## src/rtl/btn_pkg.sv

```systemverilog
// Shared definitions for the pushbutton conditioner: FSM state encoding and default parameters.
package btn_pkg;

  localparam logic [1:0] ST_UP      = 2'd0;
  localparam logic [1:0] ST_PEND_DN = 2'd1;
  localparam logic [1:0] ST_DOWN    = 2'd2;
  localparam logic [1:0] ST_PEND_UP = 2'd3;

  typedef enum logic [1:0] {
    StUp     = ST_UP,
    StPendDn = ST_PEND_DN,
    StDown   = ST_DOWN,
    StPendUp = ST_PEND_UP
  } btn_state_e;

  localparam int unsigned DefN         = 3;
  localparam int unsigned DefTickDiv   = 12000;
  localparam int unsigned DefDbTicks   = 20;
  localparam int unsigned DefHoldTicks = 1000;

endpackage

```

## src/rtl/db_channel.sv

```systemverilog
// One debounce channel: qualification FSM, qual/hold counters and registered outputs.
module db_channel
  import btn_pkg::*;
#(
  parameter int unsigned DB_TICKS   = DefDbTicks,
  parameter int unsigned HOLD_TICKS = DefHoldTicks
) (
  input  logic clk,
  input  logic rst,
  input  logic tick,
  input  logic sync_n,
  output logic db_n,
  output logic press,
  output logic rel,
  output logic hold
);

  localparam int unsigned QW = $clog2(DB_TICKS + 1);
  localparam int unsigned HW = $clog2(HOLD_TICKS + 1);
  localparam logic [QW-1:0] QualLast = QW'(DB_TICKS - 1);
  localparam logic [HW-1:0] HoldLast = HW'(HOLD_TICKS - 1);
  localparam logic [HW-1:0] HoldMax  = HW'(HOLD_TICKS);

  btn_state_e    state_q, state_d;
  logic [QW-1:0] qual_q, qual_d;
  logic [HW-1:0] hcnt_q, hcnt_d;
  logic          hold_q, hold_d;
  logic          db_n_q, db_n_d;
  logic          press_q, press_d;
  logic          rel_q, rel_d;

  always_ff @(posedge clk or negedge rst) begin
    if (!rst) begin
      state_q <= StUp;
      qual_q  <= '0;
      hcnt_q  <= '0;
      hold_q  <= 1'b0;
      db_n_q  <= 1'b1;
      press_q <= 1'b0;
      rel_q   <= 1'b0;
    end else begin
      state_q <= state_d;
      qual_q  <= qual_d;
      hcnt_q  <= hcnt_d;
      hold_q  <= hold_d;
      db_n_q  <= db_n_d;
      press_q <= press_d;
      rel_q   <= rel_d;
    end
  end

  always_comb begin
    state_d = state_q;
    qual_d  = qual_q;
    hcnt_d  = hcnt_q;
    hold_d  = hold_q;
    db_n_d  = db_n_q;
    press_d = 1'b0;
    rel_d   = 1'b0;
    unique case (state_q)
      StUp: begin
        if (!sync_n) begin
          state_d = StPendDn;
          qual_d  = '0;
        end
      end
      StPendDn: begin
        // A revert on the qualifying tick wins: the press is abandoned.
        if (sync_n) begin
          state_d = StUp;
        end else if (tick) begin
          if (qual_q == QualLast) begin
            state_d = StDown;
            press_d = 1'b1;
            db_n_d  = 1'b0;
            hcnt_d  = '0;
          end else begin
            qual_d = qual_q + 1'b1;
          end
        end
      end
      StDown: begin
        if (tick) begin
          if (hcnt_q != HoldMax) hcnt_d = hcnt_q + 1'b1;
          if (hcnt_q == HoldLast) hold_d = 1'b1;
        end
        if (sync_n) begin
          state_d = StPendUp;
          qual_d  = '0;
        end
      end
      StPendUp: begin
        if (!sync_n) begin
          state_d = StDown;
        end else if (tick) begin
          if (qual_q == QualLast) begin
            state_d = StUp;
            rel_d   = 1'b1;
            db_n_d  = 1'b1;
            hold_d  = 1'b0;
          end else begin
            qual_d = qual_q + 1'b1;
          end
        end
      end
      default: state_d = StUp;
    endcase
  end

  assign db_n  = db_n_q;
  assign press = press_q;
  assign rel   = rel_q;
  assign hold  = hold_q;

endmodule

```

## src/rtl/btn_debounce.sv

```systemverilog
// Pushbutton conditioner: per-channel two-flop synchronisers, a shared tick prescaler and
// one debounce channel per button.
module btn_debounce
  import btn_pkg::*;
#(
  parameter int unsigned N          = DefN,
  parameter int unsigned TICK_DIV   = DefTickDiv,
  parameter int unsigned DB_TICKS   = DefDbTicks,
  parameter int unsigned HOLD_TICKS = DefHoldTicks
) (
  input  logic         clk,
  input  logic         rst,
  input  logic [N-1:0] btn_n,
  output logic [N-1:0] db_n,
  output logic [N-1:0] press,
  output logic [N-1:0] rel,
  output logic [N-1:0] hold
);

  localparam int unsigned PW = $clog2(TICK_DIV);
  localparam logic [PW-1:0] PreLast = PW'(TICK_DIV - 1);

  logic [N-1:0]  sync0_q, sync1_q;
  logic [PW-1:0] pre_q, pre_d;
  logic          tick;

  // Synchronisers reset to released so nothing is seen as pressed out of reset.
  always_ff @(posedge clk or negedge rst) begin
    if (!rst) begin
      sync0_q <= '1;
      sync1_q <= '1;
    end else begin
      sync0_q <= btn_n;
      sync1_q <= sync0_q;
    end
  end

  assign tick = (pre_q == PreLast);

  always_comb begin
    pre_d = pre_q + 1'b1;
    if (tick) pre_d = '0;
  end

  always_ff @(posedge clk or negedge rst) begin
    if (!rst) pre_q <= '0;
    else      pre_q <= pre_d;
  end

  for (genvar i = 0; i < N; i++) begin : g_ch
    db_channel #(
      .DB_TICKS   (DB_TICKS),
      .HOLD_TICKS (HOLD_TICKS)
    ) u_ch (
      .clk    (clk),
      .rst    (rst),
      .tick   (tick),
      .sync_n (sync1_q[i]),
      .db_n   (db_n[i]),
      .press  (press[i]),
      .rel    (rel[i]),
      .hold   (hold[i])
    );
  end

endmodule

```

## config.mk

```make
export PLATFORM = sky130hd
export DESIGN_NAME = btn_debounce
export DESIGN_NICKNAME = d
export VERILOG_FILES = /design/src/rtl/btn_pkg.sv /design/src/rtl/db_channel.sv /design/src/rtl/btn_debounce.sv
export SDC_FILE = /design/constraint.sdc
export NUM_CORES = 1
export LEC_CHECK = 0
export BUFFER_PORTS_ARGS = -buffer_cell sky130_fd_sc_hd__buf_4
export CAP_MARGIN = 0
export CORE_ASPECT_RATIO = 0.7
export CORE_MARGIN = 2
export CORE_UTILIZATION = 23
export CTS_BUF_LIST = sky130_fd_sc_hd__clkbuf_4 sky130_fd_sc_hd__clkbuf_8
export DETAILED_ROUTE_END_ITERATION = 7
export SLEW_MARGIN = 10
export SYNTH_ARGS = -nofsm -noshare
export SYNTH_HDL_FRONTEND = slang
export SYNTH_SLANG_ARGS = --single-unit
```

## constraint.sdc

```tcl
create_clock -name clk -period 2.5 [get_ports clk]
set_clock_uncertainty 0.05 [all_clocks]
set_input_delay 0.125 -clock clk [delete_from_list [all_inputs] [get_ports clk]]
set_output_delay 0.125 -clock clk [all_outputs]
set_load 0.01 [all_outputs]
```

## Word level (Yosys, flattened, before mapping)

Index checks and enable logic that the tools add are counted.

- Register bits after elaboration: 83
- Bits in latches: 0
- Bits in writable memories: 0
- Memory bits (read-only): 0
- Input bits: 5
- Output and inout port bits: 12
- Logic and storage cells: 240
- Memories: 0

- Add/sub/neg operators: 7
- Multiply operators: 0
- Divide/modulo/power cells: 0
- Magnitude comparators: 0
- Equal/unequal tests: 64
- Shifts and indexed selects: 0
- Multiplexer cells: 118
- Bitwise logic cells: 0
- Reduce and logical (&&, ||, !) cells: 27

Operators by type and width:

| kind | number |
|---|---|
| 10-bit two-way mux | 15 |
| 5-bit two-way mux | 18 |
| 10-bit one-hot mux with 2 select lines | 3 |
| 5-bit one-hot mux with 4 select lines | 3 |
| 6-bit AND reduction | 9 |
| 2-bit two-way mux | 24 |
| 1-bit two-way mux | 45 |
| 2-bit by 1-bit inequality test with 1-bit output (second input constant) | 18 |
| 10-bit by 1-bit adder with 10-bit output (second input constant) | 3 |
| 10-bit equality test (second input constant) | 3 |
| 10-bit inequality test (second input constant) | 3 |
| 2-bit inequality test (second input constant) | 15 |
| 3-bit by 2-bit inequality test with 1-bit output (second input constant) | 10 |
| 2-bit one-hot mux with 4 select lines | 3 |
| 7-bit AND reduction | 3 |
| 2-bit nonzero test | 9 |
| 5-bit by 1-bit adder with 5-bit output (second input constant) | 3 |
| 5-bit equality test (second input constant) | 3 |
| 14-bit by 1-bit adder with 14-bit output (second input constant) | 1 |
| 14-bit equality test (second input constant) | 1 |
| 14-bit two-way mux | 1 |
| 2-bit equality test (second input constant) | 6 |
| 1-bit one-hot mux with 2 select lines | 6 |
| 4-bit AND reduction | 3 |
| other kinds (3) | 8 |

## Longest topological paths before layout

Gate-level depths: netlist of the first run.

- Depth in word-level cells: 5
- Mapped depth: 8
- Gate-level depth less buffers: 7

## Modules after synthesis

Synthesis of the first run repeated with hierarchy kept, for this count alone.

- Cell total of the unflattened synthesis: 423
- Area, all modules: 4,405.5 um2

Modules (own cells, without submodules):

| module | instances | cells an instance | area an instance (um2) | seq. area each (um2) |
|---|---|---|---|---|
| db_channel at g_ch[1].u_ch ... | 2 | 116 | 1,158.6 | 526.8 |
| db_channel at g_ch[0].u_ch | 1 | 115 | 1,219.9 | 526.8 |
| btn_debounce | 1 | 76 | 868.3 | 508.0 |

## Least setup slack after synthesis of the first run

OpenSTA, ideal clock, no wires.

- Path type: reg2reg
- Start: register pre_q[0]
- End: register g_ch[0].u_ch.hcnt_q[0]
- Library setup time: 0.125 ns
- Data arrival time: 2.059 ns
- Required time: 2.325 ns
- Path slack: 0.266 ns
- Cell stages (with the launch flop): 8
- Path buffers: 2
- Period minus slack after synthesis: 2.234 ns
- Path through: dfrtp_1 ha_1 nand4_2 or4_4 buf_6 buf_6 a21oi_1 mux2_2

- Longest elaborated chain between the ends: 3
- Elaborated cells on any way between the ends: 4
- Classes of those cells: 3 x eq/ne; 1 x reduce/logical

RTL lines:

| element | RTL line | source |
|---|---|---|
| start: declaration | btn_debounce.sv:24 | `logic [PW-1:0] pre_q, pre_d;` |
| start signal: assignment | btn_debounce.sv:47 | `else pre_q <= pre_d;` |
| 14-bit equality test * | btn_debounce.sv:38 | `assign tick = (pre_q == PreLast);` |
| 2-bit by 1-bit inequality test with 1-bit output (no line) | - |  |
| 6-bit AND reduction (no line) * | - |  |
| end signal: assignment | db_channel.sv:44 | `hcnt_q <= hcnt_d;` |
| end: declaration | db_channel.sv:26 | `logic [HW-1:0] hcnt_q, hcnt_d;` |

Mark *: on every way between the ends. The rest lies on a longest branch, timed or not.
A chain may end at the register's enable or synchronous reset.

## Worst setup path after layout of the first run

- Start: register pre_q[0]
- End: register g_ch[0].u_ch.hcnt_q[3]

Same word-level chain as after synthesis.

==> out/results.tsv, run 1 <==
metric	value	unit
synth_top_family_by_area	simple AND/OR/NAND/NOR gates	
cts_tree	yes	
ioPinCount	17	
fin_cells	709	
cp-start-kind	register	
area_delta_synth_final	14.03	%
die_y	119.9	microns
grt_start_max_net_pins	43	
synthCells	441	
antenna_left	0	
slew_headroom	61.96	%
place_hpwl	5.983	mm
finalMaxSlewViolations	0	
clk_latency	350	ps
setup_viol	0	
power.density	459.8	nW/um^2
synth-seq-cells	83	
cts_sinks	83	
rsz0062_at_grt	false	
synthMuxAreaShare	2.523	%
antenna_cells	0	
synth_xor_area_share	6.151	%
synth_compound_area_share	10.32	%
fin_crit_sh	92.74	%
first_iter_violations	249	
syn-cell-area	4414	sq um
hold_path_class	primary input to async pin	
ys.flop_type	dfrtp_1	
dieArea	20330	sq um
worstPathArrival	2490	ps
synth_fa_ha_area_share	2.834	%
dr.pass1.iters	4	
synth_area_leaders	dfrtp_1, nor2_1, dfstp_2	
antenna_found_initial	0	
clkTransAtPathRegs	100	ps
irDropWorstVdd	0.2027	mV
post_cts_buffers	0	
status	finished, final reports clean	
synth_top_area_cell	dfrtp_1	
final_hold_viol_count	0	
crit_type	register to register	
cp_max_fo	7	
yosysWarnings	0	
fin_nets	477	
io_buffers	16	
gp_congestion	0.7521	
clockBufferDepth	2	
dieWidth	169.6	microns
setup_ws	181.4	ps
synthArstFlopShare	100.0	%
row_count	42	
fmax	0.4313	GHz
crit_required	2670	ps
leakage	2.147	nW
root_buffer	clkbuf_8	
post_drt_wl_per_cell	12.20	microns
synth_top_area_share	41.95	%
final_util	26.68	%
grt_pass1_vias	2912	
vias	3137	
synth_edf_count	0	
ys_seq_area_share	47.31	%
dp_cells	689	
cts_htree_levels	3	
syn_nets	456	
max_slew.worst_pin.slew	570.5	ps
overflow	0	
vias_per_cell	4.425	
cts_buffers	9	
yosys.area_share.simple	25.71	%
avgSynthCellArea	10.01	sq um
tns	0	ps
routed_wl	8.648	mm
hold_slack	244.9	ps
drive_above_1_share	18.42	%
initial_core_util	23.40	%
drc	0	
grt_pass1_wl	14.89	mm
ys_types	55	
detailedPlace.worstSlack	202.2	ps
coreArea	18870	sq um
cap_viol_max_count	0	
grt_usage	8.967	%
crit_path_end_kind	register	
post-route-min-period	2319	ps
synth_stat cells, drive strengths merged, types with 11 or more instances:
| master | count |
|---|---|
| nor2 | 74 |
| nand3 | 22 |
| clkbuf | 11 |
| xnor2 | 21 |
| a21oi | 11 |
| nand2 | 35 |
| buf | 17 |
| dfrtp | 74 |
| inv | 15 |
| a221o | 11 |
| nand4 | 12 |
logic make-up after synthesis:
| kind of cell | after synthesis |
|---|---|
| adders and majority gates | 10 |
| AOI/OAI and AO/OA | 55 |
| DFF | 83 |
| xor gates and xnor gates | 31 |
| and+or+nand+nor | 209 |
| muxes | 10 |
| buffers and inverters | 43 |
through the flow:
| step | power, mW | area, sq um |
|---|---|---|
| 2_1_floorplan | 1.407 | 4414 |
| 3_3_place_gp | 1.452 | 4813 |
| 3_5_place_dp | 1.454 | 4813 |
| 4_1_cts | 2.366 | 5030 |
| 5_1_grt | 2.441 | 5034 |
| 6_report | 2.315 | 5034 |
critical path, cell delays in order, from the launching register on:
cell and delay (ps):
dfrtp_1 400, ha_1 240, nand4_2 100, buf_4 160, or4_1 580, buf_4 220
a211oi_1 230, xnor2_1 160, nor2_1 50
final cells by class:
class                           count  area, sq um
Multi-Input combinational cell    315         2098
Fill cell                        1982        13830
Tap cell                          242        302.8
Inverter                           15        56.30
Clock buffer                        9        123.9
Sequential cell                    83         2088
Clock inverter                      7        52.55
Timing Repair Buffer               38        311.5
state kept, by name, summed over array words and instances, names as in the netlist, named ones only:
signal and flops:
g_ch.u_ch.db_n 3, g_ch.u_ch.qual_q 15, sync0_q 3, g_ch.u_ch.hold 3, g_ch.u_ch.rel 3, sync1_q 3, g_ch.u_ch.hcnt_q 30, g_ch.u_ch.state_q 3
pre_q 14, g_ch.u_ch.press 3
repair_timing:
action                                  in CTS  in global routing
hold buffers                                 4                  0
gates resized for setup                      0                  1
endpoints found under the setup margin       0                  1
hold endpoints to repair                    40                  0
routing by layer:
metal	vias to the layer above	part of all wire [%]	global-route usage (%)
li1	1585	-	-
met1	1494	55	14.05
met2	58	40	11.99
met3	0	4.8	2.672
met4	0	0	1.603
met5	-	0	0
cell usage in the layout, fill, tap and decap left out, types with 10 or more instances in the layout:
| cell | Yosys | layout |
|---|---|---|
| dfrtp_1 | 74 | 74 |
| nor2_1 | 72 | 72 |
| nand2_1 | 35 | 35 |
| buf_4 | 13 | 32 |
| nand3_1 | 22 | 22 |
| xnor2_1 | 21 | 21 |
| inv_1 | 15 | 15 |
| nand4_1 | 11 | 11 |
| a21oi_1 | 11 | 11 |
| a221o_1 | 11 | 11 |
| and3_1 | 10 | 10 |
| nor3_1 | 10 | 10 |
| xor2_1 | 10 | 10 |
| ha_1 | 10 | 10 |
report_power, final:
part | internal [mW] | leakage [nW] | switching (mW) | total [mW]
registers | 1.35 | 1.11 | 0.0138 | 1.37
logic | 0.0226 | 0.957 | 0.0401 | 0.0627
clock network | 0.366 | 0.0831 | 0.519 | 0.885
final timing paths:
kind / from / slack [ps] / cells after the start / endpoint
max: pre_q[0]$_DFF_PN0_ / 180 / 8 / g_ch[0].u_ch.hcnt_q[3]$_DFFE_PN0P_
min: rst / 240 / 2 / g_ch[2].u_ch.hold$_DFFE_PN0P_
max reg2reg: pre_q[0]$_DFF_PN0_ / 180 / 8 / g_ch[0].u_ch.hcnt_q[3]$_DFFE_PN0P_
min reg2reg: sync0_q[2]$_DFF_PN1_ / 310 / 0 / sync1_q[2]$_DFF_PN1_
max in group asynchronous: rst / 1470 / 3 / g_ch[0].u_ch.db_n$_DFFE_PN1P_
min in group clk: sync0_q[2]$_DFF_PN1_ / 310 / 0 / sync1_q[2]$_DFF_PN1_
Power figures use the tool's default switching activity.
==> run 2: changes to the inputs <==
--- a/config.mk
+++ b/config.mk
@@ -16,3 +16,4 @@
 export SYNTH_ARGS = -nofsm -noshare
 export SYNTH_HDL_FRONTEND = slang
+export SYNTH_HIERARCHICAL = 1
 export SYNTH_SLANG_ARGS = --single-unit
==> constraint.sdc (replaced) <==
create_clock -name clk -period 2.5 [get_ports clk]
set_clock_uncertainty 0.05 [all_clocks]
set_input_delay 0.5 -clock clk [delete_from_list [all_inputs] [get_ports clk]]
set_output_delay 0.5 -clock clk [all_outputs]
set_load 0.01 [all_outputs]
==> run 2 against run 1 <==
Critical path depth is the same. Routed wire length up 5.2%. Clock-buffer cell count grew 3. First-iteration DRC count up 2.4%. Core utilization grew 1.4 points. Via count is 9.6% higher. Final cell count grew 0.28%. Sequential cell count did not move. Power increased by 2.6%. Combinational power decreased by 22%. Cell area is 5.0% higher. Die area decreased by 0.19%. Critical path type unchanged. Critical endpoint is now g_ch[1].u_ch/hcnt_q[5]$_DFFE_PN0P_. Largest power group unchanged.
==> out/results.tsv, run 2 <==
metric	value	unit	change
status	finished, final reports clean		unchanged
synthArstFlopShare	100.0	%	unchanged
ioPinCount	17		unchanged
row_count	42		unchanged
crit_path_end_kind	register		unchanged
fillers	1924		was 1982
cp_max_fo	6		was 7
die_y	119.8	microns	was 119.9 microns
antenna_found_initial	0		unchanged
synth_top_area_cell	dfrtp_1		unchanged
final_hold_viol_count	0		unchanged
final_util	28.09	%	was 26.68%
drive_above_1_share	22.17	%	was 18.42%
synthCells	423		was 441
fin_crit_sh	99.43	%	was 92.74%
layout_commonest_cell	dfrtp_1		unchanged
vias_per_cell	4.834		was 4.425
post_drt_wl_per_cell	12.80	microns	was 12.20 microns
clk_latency	360	ps	was 350 ps
grt_pass1_vias	3282		was 2912
routed_wl	9.101	mm	was 8.648 mm
grt_pass1_wl	15.45	mm	was 14.89 mm
power.density	449.6	nW/um^2	was 459.8 nW/um^2
hold_slack	41.77	ps	was 244.9 ps
power	2.375	mW	was 2.315 mW
critPathSlowestCell	or4b_4		was or4_1
met2_usage	14.49	%	was 11.99%
rsz0062_at_grt	true		was false
fmax	0.4023	GHz	was 0.4313 GHz
placed_area	4997	sq um	was 4813 sq um
first_iter_violations	255		was 249
antenna_cells	0		unchanged
ys_seq_area_share	47.40	%	was 47.31%
cp_top_family	simple AND/OR/NAND/NOR gates		unchanged
overflow	0		unchanged
clockBufferDepth	2		unchanged
crit_required	2690	ps	was 2670 ps
synthTopCellsByCount	dfrtp_1, nand2_1, a21oi_1, nor2_1, o31ai_1		was dfrtp_1, nor2_1, nand2_1, nand3_1, xnor2_1
place_hpwl	6.361	mm	was 5.983 mm
final_cell_mix	dfrtp_1, buf_4, nand2_1, nor2_1, nand3_1		was dfrtp_1, nor2_1, nand2_1, buf_4, nand3_1
vias	3437		was 3137
leakage	2.262	nW	was 2.147 nW
syn_nets	439		was 456
fin_nets	481		was 477
cap_viol_max_count	0		unchanged
grtUsageMet3	1.946	%	was 2.672%
irDropWorstVdd	0.2228	mV	was 0.2027 mV
hold_path_class	primary input to async pin		unchanged
synth_edf_count	0		unchanged
ys_types	56		was 55
busiest_layer	met2		was met1
coreArea	18810	sq um	was 18870 sq um
slew_headroom	42.50	%	was 61.96%
crit_type	register to register		unchanged
seqCellArea	2088	sq um	unchanged
avgSynthCellArea	10.41	sq um	was 10.01 sq um
largest_reg_flops	30		unchanged
final_cell_area	5284	sq um	was 5034 sq um
cts_tree	yes		unchanged
cts_buffers	9		unchanged
dr.pass1.iters	4		unchanged
grt_start_max_net_pins	48		was 43
tns	0	ps	unchanged
synth-seq-cells	83		unchanged
synth_area_leaders	dfrtp_1, dfstp_2, o31ai_1		was dfrtp_1, nor2_1, dfstp_2
max_slew.worst_pin.slew	856.1	ps	was 570.5 ps
slowest_delay	550	ps	was 580 ps
largestRegisters	g_ch.u_ch/hcnt_q: 30 flops, g_ch.u_ch/qual_q: 15 flops, pre_q: 14 flops		was g_ch.u_ch.hcnt_q: 30 flops, g_ch.u_ch.qual_q: 15 flops, pre_q: 14 flops
io_buffers	16		unchanged
clkTransAtPathRegs	80	ps	was 100 ps
multi_input_area	2316	sq um	was 2098 sq um
dieArea	20300	sq um	was 20330 sq um
grt_usage	9.362	%	was 8.967%
top_register	g_ch.u_ch/hcnt_q		was g_ch.u_ch.hcnt_q
yosysWarnings	6		was 0
finalMaxSlewViolations	0		unchanged
root_buffer	clkbuf_8		unchanged
post-route-min-period	2486	ps	was 2319 ps
cp-start-kind	register		unchanged
cp_num_buf_inv	2		unchanged
cts_htree_levels	3		unchanged
gp_congestion	0.8259		was 0.7521
setup_viol	0		unchanged
drc	0		unchanged
grtUsageMet1	12.43	%	was 14.05%
antenna_left	0		unchanged
dieWidth	169.4	microns	was 169.6 microns
worstPathArrival	2680	ps	was 2490 ps
cts_sinks	83		unchanged
ys.flop_type	dfrtp_1		unchanged
crit_chain	or4b_4 -> nor4_4 -> buf_4 -> and4bb_4 -> a21boi_4 -> buf_4 -> o31ai_1 -> a21oi_1		was ha_1 -> nand4_2 -> buf_4 -> or4_1 -> buf_4 -> a211oi_1 -> xnor2_1 -> nor2_1
initial_core_util	23.42	%	was 23.40%
synth_top_area_share	42.03	%	was 41.95%
crit_top_cell	buf_4		unchanged
syn-cell-area	4405	sq um	was 4414 sq um
yosysMostFrequentCell	dfrtp_1		unchanged
area_delta_synth_final	19.94	%	was 14.03%
[run 2: worst reg2reg max path: stages, from the launching register on]
cell and delay, ps:
dfrtp_1 390, or4b_4 550, nor4_4 210, buf_4 210, and4bb_4 300, a21boi_4 80, buf_4 160, o31ai_1 290
a21oi_1 120
[run 2: layer usage]
layer	share of wire, %	wire length, microns
met1	49	4463
met2	47	4233
met3	2.3	206
met4	2.2	197
met5	0	0
[run 2: final timing paths]
path,slack (ps),from,to,cells after the start
setup / recovery,10,pre_q[12]$_DFF_PN0_,g_ch[1].u_ch/hcnt_q[5]$_DFFE_PN0P_,8
setup reg to reg,10,pre_q[12]$_DFF_PN0_,g_ch[1].u_ch/hcnt_q[5]$_DFFE_PN0P_,8
hold reg to reg,310,sync0_q[1]$_DFF_PN1_,sync1_q[1]$_DFF_PN1_,0
hold / removal,40,rst,g_ch[1].u_ch/hcnt_q[9]$_DFFE_PN0P_,1
min in group clk,190,btn_n[2],sync0_q[2]$_DFF_PN1_,1
max in group asynchronous,1690,rst,sync0_q[2]$_DFF_PN1_,2
[run 2: cells by family after synthesis]
family                   count (synthesis)  share of synthesized area [%]
AO/OA/AOI/OAI                           96                          14.68
XOR/XNOR                                14                          3.124
adder cells (fa/ha/maj)                 11                          3.124
buffers and inverters                   29                          3.209
flip-flops                              83                          47.40
multiplexers                             7                          1.647
AND/OR/NAND/NOR                        183                          26.81
[run 2: power by group]
part | leakage [nW] | total (mW) | internal, mW | switching (mW)
Clock | 0.103 | 0.964 | 0.503 | 0.461
Combinational | 1.05 | 0.0487 | 0.0133 | 0.0354
Sequential | 1.11 | 1.36 | 1.35 | 0.00961
[run 2: metrics by stage]
stage,setup slack (ps),cells
floorplan,-163.2,423
global placement,13.92,693
detailed placement,-56.18,693
CTS,25.96,708
global route,-105.5,711
finish,14.22,711
[run 2: repair_timing]
| item | in CTS | in global routing |
|---|---|---|
| gates resized for setup | 0 | 15 |
| setup buffers | 0 | 2 |
| cloned | 0 | 1 |
| hold endpoints to repair | 0 | 0 |
| setup endpoints to repair | 12 | 16 |
| pin swaps | 1 | 1 |
| hold buffers | 0 | 0 |
[run 2: cell type report]
type | count | area share [%]
inverters | 19 | 1.350
well taps | 242 | 5.731
clock buffers | 12 | 2.889
clock inverters | 3 | 0.7578
flip-flops and latches | 83 | 39.52
multi-input cells | 312 | 43.83
repair buffers | 40 | 5.920
